`src/rtl/uart_tx_ctrl.sv`:
```
// UART TX controller: accepts 32-bit word writes into an external byte FIFO and drains it
// byte by byte into a UART TX core. Define UART_TX_CTRL_IRQ_EN to enable the drain interrupt.
module uart_tx_ctrl #(
  parameter int unsigned DEPTH = 256,
  parameter int unsigned AW    = 8
) (
  input  logic          clk_i,
  input  logic          rst_ni,
  input  logic          clr_i,
  input  logic          wr_req_i,
  input  logic [31:0]   wr_data_i,
  output logic          wr_ready_o,
  input  logic          tx_en_i,
  output logic          fifo_we_o,
  output logic [31:0]   fifo_wdata_o,
  output logic          fifo_re_o,
  input  logic [7:0]    fifo_rdata_i,
  output logic          fifo_clr_o,
  output logic          tx_start_o,
  output logic [7:0]    tx_byte_o,
  input  logic          tx_busy_i,
  input  logic          tx_done_i,
  output logic [AW:0]   level_o,
  output logic          empty_o,
  output logic          full_o,
  output logic          irq_o
);

  localparam logic [AW:0] LevelMax = (AW+1)'(DEPTH);
  localparam logic [AW:0] ReadyMax = (AW+1)'(DEPTH - 4);
  localparam logic [AW:0] LvlOne   = (AW+1)'(1);
  localparam logic [AW:0] LvlThree = (AW+1)'(3);
  localparam logic [AW:0] LvlFour  = (AW+1)'(4);

  typedef enum logic [1:0] {StIdle, StFetch, StSend, StWait} state_e;

  state_e      state_q, state_d;
  logic [AW:0] level_q, level_d;
  logic [7:0]  tx_byte_q, tx_byte_d;
  logic        level_nz;
  logic        avail;

  assign level_nz     = (level_q != '0);
  assign wr_ready_o   = (level_q <= ReadyMax);
  assign fifo_we_o    = wr_req_i & wr_ready_o & ~clr_i;
  assign fifo_wdata_o = wr_data_i;
  assign fifo_clr_o   = clr_i;
  assign level_o      = level_q;
  assign empty_o      = ~level_nz;
  assign full_o       = (level_q == LevelMax);
  assign tx_byte_o    = tx_byte_q;

  // A word accepted this cycle is readable next cycle, so it already counts as data to drain.
  assign avail = level_nz | fifo_we_o;

  always_comb begin
    state_d    = state_q;
    tx_byte_d  = tx_byte_q;
    fifo_re_o  = 1'b0;
    tx_start_o = 1'b0;
    unique case (state_q)
      StIdle: begin
        if (tx_en_i && avail) state_d = StFetch;
      end
      StFetch: begin
        fifo_re_o = level_nz;
        tx_byte_d = fifo_rdata_i;
        state_d   = StSend;
      end
      StSend: begin
        if (!tx_busy_i) begin
          tx_start_o = 1'b1;
          state_d    = StWait;
        end
      end
      StWait: begin
        if (tx_done_i) state_d = (tx_en_i && avail) ? StFetch : StIdle;
      end
      default: state_d = StIdle;
    endcase
    // Flush wins over everything; a fetched-but-unsent byte is abandoned.
    if (clr_i) begin
      state_d    = StIdle;
      tx_byte_d  = tx_byte_q;
      fifo_re_o  = 1'b0;
      tx_start_o = 1'b0;
    end
  end

  always_comb begin
    level_d = level_q;
    if (clr_i) begin
      level_d = '0;
    end else begin
      case ({fifo_we_o, fifo_re_o})
        2'b10:   level_d = level_q + LvlFour;
        2'b01:   level_d = level_nz ? (level_q - LvlOne) : level_q;
        2'b11:   level_d = level_q + LvlThree;
        default: level_d = level_q;
      endcase
    end
  end

  always_ff @(posedge clk_i or negedge rst_ni) begin
    if (!rst_ni) begin
      state_q   <= StIdle;
      level_q   <= '0;
      tx_byte_q <= '0;
    end else begin
      state_q   <= state_d;
      level_q   <= level_d;
      tx_byte_q <= tx_byte_d;
    end
  end

`ifdef UART_TX_CTRL_IRQ_EN
  logic irq_q;

  // Only a completion of a byte actually in flight counts; stray done pulses in IDLE do not.
  always_ff @(posedge clk_i or negedge rst_ni) begin
    if (!rst_ni) begin
      irq_q <= 1'b0;
    end else begin
      irq_q <= (state_q == StWait) & tx_done_i & ~level_nz & ~clr_i;
    end
  end

  assign irq_o = irq_q;
`else
  assign irq_o = 1'b0;
`endif

endmodule

```
`config.mk`:
```
export PLATFORM = sky130hd
export DESIGN_NAME = uart_tx_ctrl
export DESIGN_NICKNAME = d
export VERILOG_FILES = /design/src/rtl/uart_tx_ctrl.sv
export SDC_FILE = /design/constraint.sdc
export NUM_CORES = 1
export LEC_CHECK = 0
export ABC_AREA = 1
export CORE_MARGIN = 5
export CORE_UTILIZATION = 39
export CTS_CLUSTER_DIAMETER = 40
export CTS_CLUSTER_SIZE = 20
export DETAILED_ROUTE_END_ITERATION = 7
export GPL_TIMING_DRIVEN = 0
export PLACE_DENSITY = 0.82
export RECOVER_POWER = 50
export SYNTH_ARGS = -nofsm -noshare
export SYNTH_HDL_FRONTEND = slang
export SYNTH_SLANG_ARGS = --single-unit
```
`constraint.sdc`:
```
create_clock -name clk_i -period 3.1 [get_ports clk_i]
set_input_delay 0.93 -clock clk_i [delete_from_list [all_inputs] [get_ports clk_i]]
set_output_delay 0.93 -clock clk_i [all_outputs]
set_load 0.005 [all_outputs]
```
* Word-level counts from Yosys, hierarchy flattened
Index checks and enable logic that the tools add are counted.
** Word-level totals
- Register bits after elaboration :: 19
- Bits in latches :: 0
- RAM bits :: 0
- Bits in read-only memories :: 0
- Input port bits :: 47
- Output and inout port bits :: 57
- Word-level logic and storage cells :: 44
- Memories kept :: 0
** Cells by class
- Add/subtract/negate cells :: 3
- Multipliers :: 0
- Divide/modulo/power cells :: 0
- Order comparisons :: 1
- Equal/unequal tests :: 11
- Shifts and indexed selects :: 0
- Mux-type cells :: 14
- Bitwise operators :: 5
- Reduce and logical (&&, ||, !) cells :: 7
** Operators with widths (number)
- $pmux W9 S3 :: 1
- $mux W9 :: 2
- $ne A3 B3 Y1 const B :: 4
- $add A9 B2 Y9 const B :: 1
- $add A9 B3 Y9 const B :: 1
- $eq A9 B9 Y1 const B :: 1
- $le A9 B8 Y1 const B :: 1
- $reduce_bool A9 Y1 :: 1
- $sub A9 B1 Y9 const B :: 1
- $eq A2 B2 Y1 const B :: 4
- $mux W2 :: 4
- $pmux W2 S4 :: 1
- $mux W1 :: 6
- $eq A2 B1 Y1 const B :: 2
- $reduce_and A2 Y1 :: 2
- $reduce_bool A4 Y1 :: 1
- $reduce_and A3 Y1 :: 1
- $and A1 B1 Y1 :: 2
- $logic_not A2 Y1 :: 1
- $not A1 Y1 :: 2
- $logic_and A1 B1 Y1 :: 1
- $or A1 B1 Y1 :: 1

* Logic depth before layout (Yosys ltp)
Gate-level depths: netlist of the first run.
- Depth in word-level cells :: 9
- Mapped depth :: 20
- Depth with buffers taken out :: 20

* Worst setup path after synthesis of the first run
Ideal clock, no wire load.
- Path kind :: in2reg
- Start point :: in clr_i
- End point :: reg level_q[6], in the netlist level_o[6]
- Library setup time :: 0.123 ns
- Data arrival time :: 2.632 ns
- Required time :: 2.977 ns
- Setup slack :: 0.345 ns
- Stages on the path :: 13
- Path buffers :: 0
- Cell sequence :: inv_2 > nand2_4 > nor2_8 > nand2_1 > ha_1 > a21oi_1 > nand2_1 > nand2_1 > nand2_1 > a21oi_1 > nor2_1 > o21ai_0 > nand2_1
** On the way
- Elaborated cells on any way between the ends :: 11
- Classes of those cells :: eq/ne (4); mux (3); bitwise (2); reduce/logical (2)
** RTL lines
- start: declaration :: line 9 : input logic clr_i,
- $mux W1 (*) :: line 82 : if (clr_i) begin
- net fifo_re_o :: line 16 : output logic fifo_re_o,
- $eq A2 B2 Y1 / $eq A2 B1 Y1 (equally long branches) :: line 95 : case ({fifo_we_o, fifo_re_o})
- $pmux W9 S3, or another cell as far along :: line 95
- $mux W9 / $reduce_and A2 Y1 (equally long branches)
- end signal: assignment :: line 111 : level_q <= level_d;
- end: declaration :: line 38 : logic [AW:0] level_q, level_d;
Mark *: on every way through the listed nets, which the timed path passes. The rest lies on a longest branch.
A chain may end at the register's enable or synchronous reset.

* Worst setup path in the final report of the first run
- Start point :: in tx_busy_i
- End point :: out tx_start_o
** On the way
- Cells in the longest elaborated chain, start to end :: 3
** Ends and longest elaborated chain
- start: declaration :: line 21 : input logic tx_busy_i,
- $mux W1 :: line 71 : if (!tx_busy_i) begin
- $mux W1 :: line 61 : unique case (state_q)
- $mux W1 :: line 82
- end: declaration :: line 19 : output logic tx_start_o,
No other way between the ends.

==> qor.csv, run 1 <==
metric,value,unit
fp.dieH,78.1,um
fin_area,0.00263,mm^2
drc,0,
synth_top_family_by_area,simple AND/OR/NAND/NOR gates,
gp_congestion,0.805,
start_util,41.0,%
power_leakage,1.27,nW
cts_root_buf,clkbuf_8,
fin_crit_sh,97.5,%
drt_iter0_markers,58,
fin_nets,363,
vias_per_cell,4.59,
netlist_instances,223,
dpl_cell_area,0.00258,mm^2
power_density,719,mW/mm^2
dr.pass1.iters,4,
crit_arrival,2.09,ns
cp_cell_sequence,"clkdlybuf4s50_1, nor3b_1, clkdlybuf4s50_1",
clk_path_buf_depth,2,
mappedNetlistArea,0.00181,mm^2
drive_gt1_share,24.6,%
worst_pin_slew,0.894,ns
synthAdderAreaFrac,9.68,%
final_util,59.6,%
synth_edf_count,0,
grt_pass1_wl,7.12,mm
path_common_cell,clkdlybuf4s50_1,
yosys_most_used_dff,dfrtp_1,
place_hpwl,3.60,mm
grt_pass1_vias,1619,
cap_violations,0,
grt-ovfl-total,0,
die_x,78.1,um
synth_top_area_share,26.3,%
cts_tree,done,
wl_per_cell,12.2,um
drv_slew,0,
yosys.area_share.simple,26.6,%
vdd_ir_drop_max,0.000539,V
synth_cell_type_count,35,
htreeDepth,1,
relSlewSlack,40.2,%
fillers,409,
async_reset_ff_share,100,%
antenna_found_initial,0,
std_cell_rows,24,
drt-total-wl,4.31,mm
final.min_clock_period,3.02,ns
critPathMaxStageDelay,0.53,ns
synth_top_cells_by_count,"nand2_1, buf_4, inv_1",
clkLatencyLatePin,0.25,ns
status,completed,
endpoint_kind,output pin,
hp-class,reg -> reg,
track_usage,13.9,%
timing.fmax,331,MHz
port_buffers,70,
whs,0.500,ns
crit_required,2.17,ns
postRouteAntennaNets,0,
finalHoldViolations,0,
coreArea,0.00441,mm^2
clock_sinks,19,
synth.area.top_cells,"dfrtp_1, buf_4, ha_1",
yosysWarnings,0,
rsz0062_at_grt,true,
die_area,0.00611,mm^2
area_delta_synth_final,45.2,%
boundaryPins,104,
crit_slowest_cell,clkdlybuf4s50_1,
numCtsBuffers,3,
synth_seq_cells,19,
ys_seq_area_share,26.3,%
clock_skew,0.00190,ns
crit_buf_inv,2,
synthMuxAreaShare,4.98,%
antenna_cells,0,
synth_compound_area_share,8.91,%
vias,1622,
clkTransAtPathRegs,0.07,ns
syn_avg_cell_area,8.12,um^2
yosysTopAreaCell,dfrtp_1,
finalPower,1.89,mW
synth-xor-area-share,3.39,%
yosysMostFrequentCell,nand2_1,
crit_fanout,3,
syn_nets,284,
setup_viol,0,
hold_buffers,0,
path_delay_family,buffers and inverters,
crit_path_start_kind,input pin,
grt_max_degree,20,
crit_type,in -> out,
-- stage by stage --
stage	setup TNS, ns	setup WS (ns)	instances
final	0	0.0777	353
after global routing	-0.0583	-0.0373	353
after CTS	0	0.0591	353
after detailed placement	-4.35	-0.627	345
after global placement	-4.33	-0.617	345
after floorplan	0	0.345	223
-- kinds of logic after synthesis --
| group | count (synthesis) |
|---|---|
| DFF | 19 |
| and+or+nand+nor | 87 |
| adders and majority gates | 14 |
| AOI/OAI and AO/OA | 26 |
| buffers and inverters | 61 |
| muxes | 8 |
| xor gates and xnor gates | 7 |
| other | 1 |
-- report_power, final --
| group | switching (mW) | internal, mW | total [mW] |
|---|---|---|---|
| clock | 0.0814 | 0.0914 | 0.173 |
| sequential | 0.108 | 0.357 | 0.465 |
| combinational | 0.622 | 0.631 | 1.25 |
| total | 0.811 | 1.08 | 1.89 |
-- flip-flops by register name (all words and copies together), names as in the netlist --
| name | flops |
|---|---|
| state_q | 2 |
| tx_byte_o | 8 |
| level_o | 9 |
-- final timing paths --
| check | startpoint | to | slack, ns | depth (start not counted) |
|---|---|---|---|---|
| worst max-delay path | tx_busy_i | tx_start_o | 0.08 | 3 |
| worst min-delay path | tx_byte_o[5] | tx_byte_o[5] | 0.50 | 1 |
| worst max register to register | level_o[1] | level_o[6] | 0.28 | 18 |
| worst min register to register | tx_byte_o[5] | tx_byte_o[5] | 0.50 | 1 |
| max in group asynchronous | rst_ni | level_o[2] | 1.31 | 1 |
| min in group asynchronous | rst_ni | state_q[1] | 1.24 | 1 |
-- cell type report --
class,count,area (um^2),area share [%]
Timing Repair Buffer,74,724,27.6
Sequential cell,19,475,18.1
Buffer,34,255,9.71
Inverter,27,106,4.05
Clock buffer,4,45.0,1.71
Multi-Input combinational cell,143,957,36.4
Tap cell,52,65.1,2.48
-- layout by cell type, fill, tap and decap left out, drive strengths merged, types with 2 or more instances in the layout --
master         Yosys  layout
ha                14      14
nand3b             2       2
dfrtp             19      19
xor2               3       3
clkdlybuf4s50      0      54
buf               34      39
clkbuf             0       4
dlygate4sd3        0      14
nor2              18      18
o21ai             11      11
o22ai              2       2
nand3              9       9
a21oi              9       9
inv               26      26
xnor2              4       4
a22oi              2       2
mux2               8       8
nand2             53      53
nand4              3       3
-- layer usage --
layer / global-route usage (%) / wire length, um
met1: 15.0 / 1610
met2: 25.5 / 2180
met3: 4.92 / 478
met4: 3.55 / 42
met5: 0 / 0
-- repair_timing --
item / 4_1_cts / 5_1_grt
setup buffers: 4 / 0
hold endpoints to repair: 0 / 0
gates cloned: 0 / 0
pin swaps: 1 / 0
setup endpoints to repair: 10 / 2
resized for setup: 6 / 0
No activity file was read; power rests on OpenSTA's default activity.
==> run 2, diff against run 1 <==
--- a/config.mk
+++ b/config.mk
@@ -6,6 +6,7 @@
 export NUM_CORES = 1
 export LEC_CHECK = 0
 export ABC_AREA = 1
+export CAP_MARGIN = 20
 export CORE_MARGIN = 5
 export CORE_UTILIZATION = 39
 export CTS_CLUSTER_DIAMETER = 40
@@ -14,6 +15,7 @@
 export GPL_TIMING_DRIVEN = 0
 export PLACE_DENSITY = 0.82
 export RECOVER_POWER = 50
+export SLEW_MARGIN = 20
 export SYNTH_ARGS = -nofsm -noshare
 export SYNTH_HDL_FRONTEND = slang
 export SYNTH_SLANG_ARGS = --single-unit
==> results of run 2 <==
Final layout, timing and power as in run 1 (identical DEF).
